<file path="config.mk">
export PLATFORM = sky130hd
export DESIGN_NAME = approx_add_arbiter
export DESIGN_NICKNAME = d
export VERILOG_FILES = /design/src/rtl/approx_add_arbiter.sv
export SDC_FILE = /design/constraint.sdc
export NUM_CORES = 1
export LEC_CHECK = 0
export CAP_MARGIN = 20
export CORE_MARGIN = 5
export CORE_UTILIZATION = 40
export CTS_CLUSTER_SIZE = 16
export DETAILED_ROUTE_END_ITERATION = 6
export PLACE_DENSITY_LB_ADDON = 0.2
export SYNTH_ARGS = -nofsm -noshare
export SYNTH_HDL_FRONTEND = slang
export SYNTH_SLANG_ARGS = --single-unit
</file>
<file path="constraint.sdc">
create_clock -name clk -period 5.6 [get_ports clk]
set_input_delay 1.12 -clock clk [delete_from_list [all_inputs] [get_ports clk]]
set_output_delay 1.12 -clock clk [all_outputs]
set_load 0.005 [all_outputs]
</file>
<file path="src/rtl/approx_add_arbiter.sv">
// Round-robin arbiter sharing one adder (lower-part-OR approximate when APPROX_ADD_EN is defined, exact otherwise).
// Latency: one cycle from grant to res_valid, with one result per cycle sustained.
// Backpressure: a held result (res_valid && !res_ready) blocks all grants; the register refills in the same cycle it drains.
module approx_add_arbiter #(
  parameter int DW_A       = 16,
  parameter int DW_B       = 19,
  parameter int PERCENTAGE = 4,
  parameter int N_REQ      = 4,
  localparam int DW_C      = (DW_A > DW_B) ? DW_A : DW_B,
  localparam int IDW       = $clog2(N_REQ)
) (
  input  logic                    clk,
  input  logic                    rst_n,
  input  logic [N_REQ-1:0]        req_valid,
  output logic [N_REQ-1:0]        req_ready,
  input  logic [N_REQ*DW_A-1:0]   req_a,
  input  logic [N_REQ*DW_B-1:0]   req_b,
  output logic                    res_valid,
  input  logic                    res_ready,
  output logic [DW_C-1:0]         res_data,
  output logic [IDW-1:0]          res_id,
  output logic [15:0]             res_count
);

  // Width of the OR-approximated low part of the sum.
  localparam int L = DW_C / PERCENTAGE;

  // An out-of-range low-part width refers to a module that does not exist, stopping elaboration.
  if (!(L >= 1 && L < DW_C)) begin : g_bad_l
    approx_add_arbiter_illegal_low_width u_bad ();
  end

  logic [IDW-1:0]  ptr_q, ptr_d;
  logic            res_valid_q, res_valid_d;
  logic [DW_C-1:0] res_data_q, res_data_d;
  logic [IDW-1:0]  res_id_q, res_id_d;
  logic [15:0]     res_count_q, res_count_d;

  logic            gnt_vld;
  logic [IDW-1:0]  gnt_idx;
  logic            slot_free;
  logic            fire;
  logic            res_hs;
  logic [DW_C-1:0] a_ext, b_ext, sum;

  assign slot_free = !res_valid_q || res_ready;
  assign res_hs    = res_valid_q && res_ready;

  // Pick the first valid requester at or after ptr, wrapping; lowest offset wins.
  always_comb begin
    int t;
    gnt_vld = 1'b0;
    gnt_idx = '0;
    for (int k = N_REQ - 1; k >= 0; k--) begin
      t = int'(ptr_q) + k;
      if (t >= N_REQ) t = t - N_REQ;
      if (req_valid[t]) begin
        gnt_vld = 1'b1;
        gnt_idx = IDW'(t);
      end
    end
  end

  // Grant only when the output register can take a result; held low during reset.
  assign req_ready = (rst_n && slot_free && gnt_vld) ? (N_REQ'(1) << gnt_idx) : '0;
  assign fire      = |req_ready;

  // Mux the granted operands, zero-extend, and form the sum in the same cycle.
  always_comb begin
    a_ext = '0;
    b_ext = '0;
    a_ext[DW_A-1:0] = req_a[int'(gnt_idx)*DW_A +: DW_A];
    b_ext[DW_B-1:0] = req_b[int'(gnt_idx)*DW_B +: DW_B];
`ifdef APPROX_ADD_EN
    sum = '0;
    sum[L-1:0]      = a_ext[L-1:0] | b_ext[L-1:0];
    // Only the top bit of the low part generates a carry; the final carry out is dropped.
    sum[DW_C-1:L]   = a_ext[DW_C-1:L] + b_ext[DW_C-1:L]
                    + (DW_C-L)'(a_ext[L-1] & b_ext[L-1]);
`else
    sum = a_ext + b_ext;
`endif
  end

  // Next-state for the result register, pointer and profiling counter.
  always_comb begin
    ptr_d       = ptr_q;
    res_valid_d = res_valid_q;
    res_data_d  = res_data_q;
    res_id_d    = res_id_q;
    res_count_d = res_count_q + 16'(res_hs);
    if (fire) begin
      res_valid_d = 1'b1;
      res_data_d  = sum;
      res_id_d    = gnt_idx;
      ptr_d       = (gnt_idx == IDW'(N_REQ - 1)) ? '0 : gnt_idx + IDW'(1);
    end else if (res_hs) begin
      res_valid_d = 1'b0;
    end
  end

  // State registers, all cleared asynchronously.
  always_ff @(posedge clk or negedge rst_n) begin
    if (!rst_n) begin
      ptr_q       <= '0;
      res_valid_q <= 1'b0;
      res_data_q  <= '0;
      res_id_q    <= '0;
      res_count_q <= '0;
    end else begin
      ptr_q       <= ptr_d;
      res_valid_q <= res_valid_d;
      res_data_q  <= res_data_d;
      res_id_q    <= res_id_d;
      res_count_q <= res_count_d;
    end
  end

  assign res_valid = res_valid_q;
  assign res_data  = res_data_q;
  assign res_id    = res_id_q;
  assign res_count = res_count_q;

endmodule

</file>
==> flow_summary.yaml <==
sta:
  finalMaxSlewViolations: 0
  max_slew_margin_pct: 60.68
  hold_ws_ns: 0.4741
  worstMarginPinSlew_ns: 0.5898
  hold_viol_final: 0
  finalSetupTns_ns: 0
  finalCritPeriodShare_pct: 89.92
  finalSetupViolCount: 0
  fin_crit_ns: 5.036
  rsz0062_at_grt: "false"
  clock.fmax_mhz: 198.6
  finClkSkew_ns: 0.006186
grt:
  grt_remaining_overflow: 0
  grt_antenna_before_repair: 0
  globalRouteTotalUtil_pct: 20.17
  grt_pass1_vias: 3912
  grt_pass1_wl_um: 17480
  grt_max_degree: 46
floorplan:
  die_area_um2: 10690
  num_io_pins: 189
  initial_core_util_pct: 40.58
  die_y_um: 103.4
  core_area_um2: 8593
  die_x_um: 103.4
  rows: 34
synth:
  synth_top_area_share_pct: 28.70
  ys_seq_area_share_pct: 28.70
  synth-seq-cells: 40
  synth_warnings: 0
  netlist_instances: 466
  synth_compound_area_share_pct: 18.12
  synth_fa_ha_area_share_pct: 8.468
  synth_area_per_cell_um2: 7.483
  synth_top_family_by_area: "simple AND/OR/NAND/NOR gates"
  synthMuxAreaShare_pct: 5.346
  synthTopCellsByArea: "dfrtp_1 (29%), nand2_1 (16%), ha_1 (7.9%)"
  netlist_area_um2: 3487
  ys_async_sr_fraction_pct: 100.0
  syn_nets: 636
  synth-xor-area-share_pct: 6.279
  synth.largest_area_cell: "dfrtp_1"
  yosys.cell_types.count: 46
  synth-simple-area-share_pct: 29.21
  synth_edf_count: 0
  synthFlopType: "dfrtp_1"
clocking:
  cts_resized: 0
  cts_inserted_buffers: 5
  cts_hold_buf: 0
  cts_sinks: 40
  htreeDepth: 2
  cts_tree: "built"
  post_cts_buffers: 0
  clockBufferDepth: 2
  clk_pin_slew_ns: 0.07
  clockRootBuffer: "clkbuf_8"
  clk_latency_ns: 0.29
final_layout:
  final_cell_mix: "clkdlybuf4s50_1 (187), nand2_1 (152), dfrtp_1 (40), and3_1 (34), a31oi_1 (32)"
  area_delta_synth_final_pct: 61.39
  n_antenna_cell: 0
  drive_gt1_share_pct: 4.755
  fin_nets: 821
  final_common_cell: "clkdlybuf4s50_1"
setup_path:
  startpoint_type: "input pin"
  criticalPathCategory: "input pin to flip-flop"
  crit_buf_inv: 2
  worstPathArrival_ns: 5.21
  end_kind: "flip-flop"
  cp_common_cell: "o31a_1"
  path_max_fanout: 28
  cp.required_ns: 5.78
  max_stage_delay_ns: 0.53
  crit_family: "compound AO/OA/AOI/OAI gates"
  critPathSlowestCell: "o22a_1"
  cp_cell_sequence: "clkdlybuf4s50_1 > a21o_1 > a21oi_1 > o22a_1 > buf_4 > and3_1 > a31oi_1 > ha_1 > nor2b_1 > o31a_1 > o21ai_1 > o311ai_0 > a41oi_1 > o31a_1 > o31a_1"
drt:
  ant_nets: 0
  drc: 0
  drtIter0Drc: 108
  wl_per_cell_um: 13.98
  finalWirelength_um: 10620
  num_vias: 3855
  first_pass_iters: 4
  routed_via_density: 5.072
power_and_ir_drop:
  p_leak_uw: 0.002528
  ir_drop_uv: 240.6
  p_total_uw: 2668
  power_density_nw_per_um2: 474.1
placed_design:
  gp_congestion: 0.8395
  place.detailed.hpwl_um: 8777
  port_buffers: 188
min_path:
  hold_class: "flip-flop to flip-flop"
flow_run:
  cap_violations: 0
status:
  outcome: "finished clean"
-- stage by stage --
| step | area, µm² | worst slack (ns) | util (%) | std cells |
|---|---|---|---|---|
| floorplan | 3487 | 0.7438 | - | 466 |
| global placement | 5495 | 0.1704 | 63.95 | 748 |
| detailed placement | 5495 | 0.09172 | 63.95 | 748 |
| CTS | 5585 | 0.3754 | 65.00 | 756 |
| global route | 5628 | 0.1062 | 65.49 | 760 |
| finish | 5628 | 0.5644 | 65.49 | 760 |
-- report_power, final --
group | internal, µW | total [µW] | switching, µW | leakage (µW)
Clock | 100 | 192 | 91.9 | 0.0000455
Combinational | 984 | 2010 | 1030 | 0.00197
Sequential | 399 | 467 | 67.9 | 0.000508
-- worst paths after layout --
kind                                from            end  slack, ns  cells past startpoint
setup / recovery            req_valid[1]   res_data[18]       0.56                     15
hold / removal             res_count[15]  res_count[15]       0.47                      1
setup reg to reg                ptr_q[1]   res_data[18]       1.43                     14
hold reg to reg            res_count[15]  res_count[15]       0.47                      1
max in group asynchronous          rst_n   res_count[2]       4.37                      2
min in group asynchronous          rst_n       ptr_q[0]       0.89                      2
-- kinds of logic after synthesis --
| kind of cell | after synthesis |
|---|---|
| AO/OA/AOI/OAI | 96 |
| XOR/XNOR | 25 |
| adder cells (fa/ha/maj) | 23 |
| buffers and inverters | 36 |
| flip-flops | 40 |
| multiplexers | 18 |
| AND/OR/NAND/NOR | 228 |
-- flip-flops by register name, summed over array words and instances, names as in the netlist --
name	cells
ptr_q	2
res_count	16
res_data	19
res_id	2
res_valid	1
-- worst register-to-register path: stages (launching register included) --
cell and delay (ns):
dfrtp_1 0.44, a21o_1 0.19, a21oi_1 0.14, o22a_1 0.53, buf_4 0.36, and3_1 0.21
a31oi_1 0.05, ha_1 0.36, nor2b_1 0.21, o31a_1 0.18, o21ai_1 0.14, o311ai_0 0.42
a41oi_1 0.27, o31a_1 0.29, o31a_1 0.27
-- cells in the mapped netlist (all sizes together), types with 5 or more instances --
cell type,instances
dfrtp,40
a31oi,32
clkbuf,24
and3,34
o31ai,5
mux2i,13
and2,7
ha,22
a21oi,11
o21ai,20
nand2,152
nand3,6
o21a,5
xnor2,16
xor2,9
a21o,5
nor2,10
mux2,5
inv,11
-- metal layers --
layer	wire [µm]	GRT usage, %
met5	0	0
met4	108	4.382
met3	792	4.427
met2	5294	35.39
met1	4426	25.33
-- cell type report --
class,instances,area (µm²)
timing repair buffer,203,2002
inverter,11,41.29
sequential,40,1001
fill,737,2965
tap,108,135.1
clock buffer,8,90.09
multi-input combinational,390,2359
Note: power is estimated with default switching activity, not from simulation.
